$ cat src/rtl/bus_merge_arb.sv
// bus_merge_arb: merges NUM_CH valid/ready channels onto one registered
// valid/ready output. Arbitration is round-robin or fixed-priority, chosen at
// run time by prio_mode. A granted channel may keep the grant for up to
// BURST_LEN consecutive beats while it stays valid.
module bus_merge_arb #(
    parameter  int NUM_CH    = 4,
    parameter  int WIDTH     = 2,
    parameter  int BURST_LEN = 1,
    localparam int SRC_W     = (NUM_CH > 1) ? $clog2(NUM_CH) : 1
) (
    input  logic                    clk,
    input  logic                    rst_n,
    input  logic [NUM_CH*WIDTH-1:0] in_data,
    input  logic [NUM_CH-1:0]       in_valid,
    output logic [NUM_CH-1:0]       in_ready,
    input  logic                    prio_mode,
    output logic [WIDTH-1:0]        out_data,
    output logic [SRC_W-1:0]        out_src,
    output logic                    out_valid,
    input  logic                    out_ready
);

    // Burst counter holds up to 254 (BURST_LEN-1 with BURST_LEN <= 255).
    localparam int CNT_W = 8;

    logic [NUM_CH-1:0][WIDTH-1:0] ch_data;
    logic [SRC_W-1:0]             last_grant;
    logic [CNT_W-1:0]             burst_cnt;
    logic                         locked;

    logic                         can_load;
    logic                         grant_vld;
    logic [SRC_W-1:0]             grant;
    logic [SRC_W-1:0]             rr_idx;
    logic                         cont_lock;
    logic                         accept;
    logic [CNT_W-1:0]             nxt_cnt;

    assign ch_data  = in_data;
    assign can_load = !out_valid || out_ready;
    assign accept   = grant_vld && can_load;
    assign nxt_cnt  = cont_lock ? (burst_cnt - 1'b1) : CNT_W'(BURST_LEN - 1);

    // Pick at most one channel: a live lock wins, else priority or round-robin.
    always_comb begin
        grant_vld = 1'b0;
        grant     = '0;
        rr_idx    = '0;
        cont_lock = 1'b0;
        if (locked && in_valid[last_grant]) begin
            grant_vld = 1'b1;
            grant     = last_grant;
            cont_lock = 1'b1;
        end else if (prio_mode) begin
            // Descending scan so the lowest requesting index is the final winner.
            for (int i = NUM_CH - 1; i >= 0; i--) begin
                if (in_valid[i]) begin
                    grant_vld = 1'b1;
                    grant     = SRC_W'(i);
                end
            end
        end else begin
            // Descending offset so the channel nearest after last_grant wins.
            for (int k = NUM_CH; k >= 1; k--) begin
                rr_idx = SRC_W'((int'(last_grant) + k) % NUM_CH);
                if (in_valid[rr_idx]) begin
                    grant_vld = 1'b1;
                    grant     = rr_idx;
                end
            end
        end
    end

    // Ready only to the granted channel; forced low while reset is asserted.
    always_comb begin
        in_ready = '0;
        if (rst_n && accept) in_ready[grant] = 1'b1;
    end

    // Output register plus arbitration state (last grant, burst lock).
    always_ff @(posedge clk or negedge rst_n) begin
        if (!rst_n) begin
            out_valid  <= 1'b0;
            out_data   <= '0;
            out_src    <= '0;
            last_grant <= SRC_W'(NUM_CH - 1);
            burst_cnt  <= '0;
            locked     <= 1'b0;
        end else begin
            if (accept) begin
                out_data   <= ch_data[grant];
                out_src    <= grant;
                out_valid  <= 1'b1;
                last_grant <= grant;
                burst_cnt  <= nxt_cnt;
                locked     <= (nxt_cnt != '0);
            end else begin
                if (out_ready) out_valid <= 1'b0;
                // Owner dropping valid ends the lock even under backpressure.
                if (locked && !in_valid[last_grant]) locked <= 1'b0;
            end
        end
    end

endmodule
$ cat config.mk
export PLATFORM = sky130hd
export DESIGN_NAME = bus_merge_arb
export DESIGN_NICKNAME = d
export VERILOG_FILES = /design/src/rtl/bus_merge_arb.sv
export SDC_FILE = /design/constraint.sdc
export NUM_CORES = 1
export LEC_CHECK = 0
export ABC_AREA = 0
export CAP_MARGIN = 20
export CELL_PAD_IN_SITES_DETAIL_PLACEMENT = 0
export CELL_PAD_IN_SITES_GLOBAL_PLACEMENT = 1
export CORE_MARGIN = 3
export CORE_UTILIZATION = 37
export DETAILED_ROUTE_END_ITERATION = 6
export HOLD_SLACK_MARGIN = 0.06
export PLACE_DENSITY = 0.86
export SLEW_MARGIN = 20
export SYNTH_ARGS = -nofsm -noshare
export SYNTH_HDL_FRONTEND = slang
export SYNTH_SLANG_ARGS = --single-unit
$ cat constraint.sdc
create_clock -name clk -period 3.8 [get_ports clk]
set_input_delay 0.76 -clock clk [delete_from_list [all_inputs] [get_ports clk]]
set_output_delay 0.76 -clock clk [all_outputs]
set_load 0.01 [all_outputs]
Word-level counts from Yosys, hierarchy flattened:

Cells that the tools add are included.

* add/subtract/negate cells: 5
* multiply operators: 0
* div/mod/pow operators: 0
* $lt $le $gt $ge: 7
* equal/unequal tests: 0
* shifts and indexed selects: 0
* multiplexer cells: 41
* bitwise logic cells: 0
* reduce and logical (&&, ||, !) cells: 11

Operators with widths (number)
* two-way mux 2 bit: 11
* two-way mux 1 bit: 21
* less-than comparator 2 x 3 -> 1 bit, second input constant: 6
* binary-select mux 1 bit (select 2 bit): 5
* two-way mux 8 bit: 1
* nonzero test 8 bit: 1
* subtractor 8 x 1 -> 8 bit, second input constant: 1
* logical AND 1 bit: 5
* adder 2 x 1 -> 2 bit, second input constant: 2
* adder 2 bit, second input constant: 2
* binary-select mux 2 bit (select 2 bit): 1
* two-way mux 4 bit: 1
* nonzero test 2 bit: 2
* demux 1 bit (select 2 bit): 1
* >= comparator 2 x 1 -> 1 bit, second input constant: 1
* logical NOT 1 bit: 2
* logical OR 1 bit: 1

* flip-flop bits (word level): 16
* latch bits: 0
* bits in writable memories: 0
* ROM bits: 0
* input port bits: 16
* output and inout bits: 9
* word-level logic and storage cells: 70
* memories: 0

Depth between registers and ports, before layout:

* depth after elaboration: 14
* depth in mapped cells: 8
* mapped depth without buffers: 8

Worst setup path after synthesis:

OpenSTA, ideal clock, no wires.

* kind: in2out
* start: in in_valid[1]
* end: out in_ready[0]
* data arrival time: 2.162 ns
* required time: 3.040 ns
* slack: 0.878 ns
* stages: 6
* path buffers: 1
* cell sequence: clkbuf_8 mux2_4 a22oi_4 o31ai_2 o221ai_4 nor3b_1

* word-level cells in the longest chain between the ends: 13
* elaborated cells on any way between the ends: 35
* those cells by class: order compare: 2; mux: 29; reduce/logical: 4

RTL lines
* start, declared: RTL line 14 `input logic [NUM_CH-1:0] in_valid,`
* binary-select mux 1 bit (select 2 bit): RTL line 66 `if (in_valid[rr_idx]) begin`
* two-way mux 1 bit (not written as such): RTL line 66
* two-way mux 2 bit (4 in a row): RTL line 66
* two-way mux 2 bit: RTL line 54 `end else if (prio_mode) begin`
* two-way mux 2 bit: RTL line 50 `if (locked && in_valid[last_grant]) begin`
* less-than comparator 2 x 3 -> 1 bit (not written as such) / >= comparator 2 x 1 -> 1 bit (equally long branches): RTL line 77 `if (rst_n && accept) in_ready[grant] = 1'b1;`
* logical AND 1 bit (not written as such): RTL line 77
* two-way mux 1 bit (not written as such): RTL line 77
* demux 1 bit (select 2 bit): RTL line 77
* two-way mux 4 bit *: RTL line 77
* end, declared: RTL line 15 `output logic [NUM_CH-1:0] in_ready,`

Every way passes the cells marked *; elsewhere a longest branch is shown, timed or not. The select of a mux whose other input is x is not followed.

Worst setup path after layout:

* start: reg last_grant[0]
* end: out in_ready[2]

* word-level cells in the longest chain between the ends: 14
* elaborated cells on any way between the ends: 35
* those cells by class: add/sub: 4; order compare: 2; mux: 25; reduce/logical: 4

RTL lines
* start, declared: RTL line 27 `logic [SRC_W-1:0] last_grant;`
* start signal, assigned: RTL line 86 `last_grant <= SRC_W'(NUM_CH - 1);`
* start signal, assigned: RTL line 94 `last_grant <= grant;`
* adder 2 x 1 -> 2 bit: RTL line 65 `rr_idx = SRC_W'((int'(last_grant) + k) % NUM_CH);`
* binary-select mux 1 bit (select 2 bit): RTL line 66
* two-way mux 1 bit (not written as such): RTL line 66
* two-way mux 2 bit (4 in a row): RTL line 66
* two-way mux 2 bit: RTL line 54
* two-way mux 2 bit: RTL line 50
* less-than comparator 2 x 3 -> 1 bit (not written as such) / >= comparator 2 x 1 -> 1 bit (equally long branches): RTL line 77
* logical AND 1 bit (not written as such): RTL line 77
* two-way mux 1 bit (not written as such): RTL line 77
* demux 1 bit (select 2 bit): RTL line 77
* two-way mux 4 bit *: RTL line 77

Marked as above.

==> metrics <==
Cell Pwr Density=299 mW/mm²; die width=61.0 µm; r2r setup slk=1530 ps; synthesized flop and latch total=16; Core ar.=0.00283 mm²; Reg2Reg Capture Point=out_data[0]; layout cells sized above 1=17.6%; Peak VDD IR=0.230 mV; Int Pwr=0.000313 W; sequential share of the synthesized area=35.9%; Post-synth EDFFs=0; via count=1,028; Synth cell types=42; Max-slew headroom=74.0%; Vias/cell=5.59; combinational fraction of design power=28.6%; RSZ-0062 raised after global routing=false; CTS buffer count=3; hold crit path type=reg2reg; HPWL after detailed placement=2.12 mm; clock-pin slew on the worst setup and hold paths=90 ps; Max FO, Critical Path=9; routability congestion estimate from global placement=0.847; GRT Total Usage=15.8%; fmax=0.288 GHz; ANT nets after route=0; status=finished, final reports clean; Hold Path Depth=1; final worst-path cycle share=91.4%; Net Sw Power=0.000129 W; Startpoint Class=flop; Initial Utilization=39.6%; grt ovf=0; Clk pwr share=26.1%; # nets final=171; FFs w/ async S/R, synth=100%; Mapped Area=0.00112 mm²; RR Startpoint=last_grant[0]; Iteration-0 DRC Markers=62; Pre-antenna DRT Iters=4; CTS Hold Bufs=0; P_leak=0.716 nW; Hold Vio Cnt, Final=0; clock period minus worst slack=3470 ps; Design Power=0.000442 W; Post-Syn Area per Cell=9.11 µm²; # clock sinks=16; die height=61.0 µm; Wirelength per Cell=15.1 µm; worst slew pin tran=387 ps; placed cells=180; H-Tree Depth=1; Slew Limit Fails=0; Sw Share=29.1%; row count=19; clock root buffer=clkbuf_4; post-synthesis cell count=123; die area=0.00373 mm²; ys flop type=dfrtp_1; Ys Warns=0; Layout Skew=5.62 ps; vias in the first global route=965; CP Class=reg2out; ant diodes=0; Layout area overhead=31.8%; post-CTS setup buffers=0; initial antenna violation count=0; CTS tree=yes; Syn Nets=140; Critical Path AT=2710 ps; worst-skew pair later-pin latency=290 ps; IO Pins=25; origin of the worst min-delay path=out_src[1]; max cap viols=0; crit end category=output pin; global-route wire length before repair=4.44 mm; setup violators final=0; IO buf count=24; drt total wl=2.78 mm; worst-case clock buffer depth=2; Reg power frac=45.3%; WHS Endpoint=out_src[1]; worst path required time=3040 ps; post-route DRC violation count=0; reg2reg path depth=7; largest net degree at the start of global routing=16; Layout Cells excl Fill=184
==> critical path, stage by stage, from the launching register on <==
cell and delay [ps]:
dfstp_2 680, mux2_4 370, a22oi_4 210, buf_4 160
nand3_2 90, o221ai_4 110, and4_2 270, clkdlybuf4s50_1 540
==> cell type report <==
class,count,area [µm²]
inverter,5,18.8
multi-input combinational,96,669
fill,271,1350
sequential,16,403
timing repair buffer,32,312
tap,31,38.8
clock buffer,4,36.3
==> worst max-delay path by stage <==
| stage | start | end | slack (ps) | cells past startpoint |
|---|---|---|---|---|
| after floorplan | in_valid[1] | in_ready[0] | 880 | 6 |
| after global placement | in_valid[1] | in_ready[0] | 70 | 8 |
| after detailed placement | in_valid[1] | in_ready[0] | -20 | 8 |
| after CTS | in_valid[1] | in_ready[1] | 10 | 8 |
| after global routing | last_grant[0] | in_ready[2] | 230 | 7 |
| final | last_grant[0] | in_ready[2] | 330 | 7 |
==> cell usage after synthesis (2+ instances only) <==
| master | number | area (µm²) |
|---|---|---|
| dfrtp_1 | 14 | 350 |
| o21ai_0 | 14 | 70.1 |
| nand2_1 | 12 | 45.0 |
| nor2_1 | 12 | 45.0 |
| a21o_1 | 5 | 37.5 |
| inv_1 | 5 | 18.8 |
| mux2i_1 | 4 | 40.0 |
| nor3_1 | 4 | 20.0 |
| a21oi_1 | 3 | 15.0 |
| a221oi_1 | 3 | 26.3 |
| and2_1 | 3 | 18.8 |
| nand2b_1 | 3 | 18.8 |
| nor3b_1 | 3 | 22.5 |
| a22oi_1 | 2 | 15.0 |
| a31oi_1 | 2 | 12.5 |
| buf_4 | 2 | 15.0 |
| clkbuf_1 | 2 | 7.51 |
| dfstp_2 | 2 | 52.6 |
| mux2_4 | 2 | 30.0 |
| nor4_1 | 2 | 12.5 |
| o31ai_1 | 2 | 15.0 |
| xor2_1 | 2 | 17.5 |
==> logic make-up (layout without fill, tap and decap cells) <==
group                    count (synthesis)  after routing  synth area share [%]
buffers and inverters                   11             41                  5.91
multiplexers                             6              6                  6.25
XOR/XNOR                                 2              2                  1.56
adder cells (fa/ha/maj)                  1              1                  1.12
flip-flops                              16             16                  35.9
AND/OR/NAND/NOR                         48             48                  22.7
AO/OA/AOI/OAI                           39             39                  26.6
==> through the flow <==
| stage | setup TNS, ps | area [µm²] | setup WS, ps | util [%] | hold WS, ps |
|---|---|---|---|---|---|
| CTS | 0 | 1450 | 9.94 | 51.3 | 495 |
| finish | 0 | 1480 | 325 | 52.2 | 491 |
| floorplan | 0 | 1120 | 878 | - | 464 |
| global route | 0 | 1480 | 230 | 52.2 | 513 |
| global placement | 0 | 1410 | 69.0 | 49.9 | 459 |
| detailed placement | -25.4 | 1410 | -21.9 | 49.9 | 465 |
==> state kept, by name (all words and copies together) (netlist names) <==
| signal | cells |
|---|---|
| out_valid | 1 |
| out_data | 2 |
| locked | 1 |
| burst_cnt | 8 |
| last_grant | 2 |
| out_src | 2 |
==> power by group through the flow <==
stage	Sequential (W)	Clock [W]	Combinational, W
floorplan	0.000197	0	0.0000738
global placement	0.000203	0	0.000122
detailed placement	0.000203	0	0.000126
CTS	0.000200	0.000116	0.000127
global route	0.000202	0.000125	0.000138
finish	0.000200	0.000116	0.000126
==> layout by cell type (no fill, tap or decap), drive strengths merged, types with 3 or more instances in the layout <==
| cell | instances |
|---|---|
| clkdlybuf4s50 | 18 |
| o21ai | 14 |
| dfrtp | 14 |
| nor2 | 12 |
| nand2 | 12 |
| buf | 8 |
| a21o | 6 |
| inv | 5 |
| dlymetal6s2s | 5 |
| nor3 | 4 |
| mux2i | 4 |
| clkbuf | 4 |
| and2 | 3 |
| nor3b | 3 |
| a21oi | 3 |
| nand2b | 3 |
| o31ai | 3 |
| a221oi | 3 |
| a22oi | 3 |
==> timing repair <==
item	4_1_cts	5_1_grt
pin swaps	0	2
resized for setup	2	7
endpoints found under the setup margin	3	3
endpoints found under the hold margin	0	0
==> layer usage <==
layer | up-vias | share of wire (%) | global-route usage [%] | wire [µm]
li1 | 517 | - | - | -
met1 | 483 | 45 | 21.7 | 1240
met2 | 24 | 51 | 26.0 | 1410
met5 | - | 0 | 0 | 0
met4 | 0 | 1.2 | 6.19 | 33
met3 | 4 | 3.1 | 1.26 | 87
No activity file was read; power rests on OpenSTA's default activity.
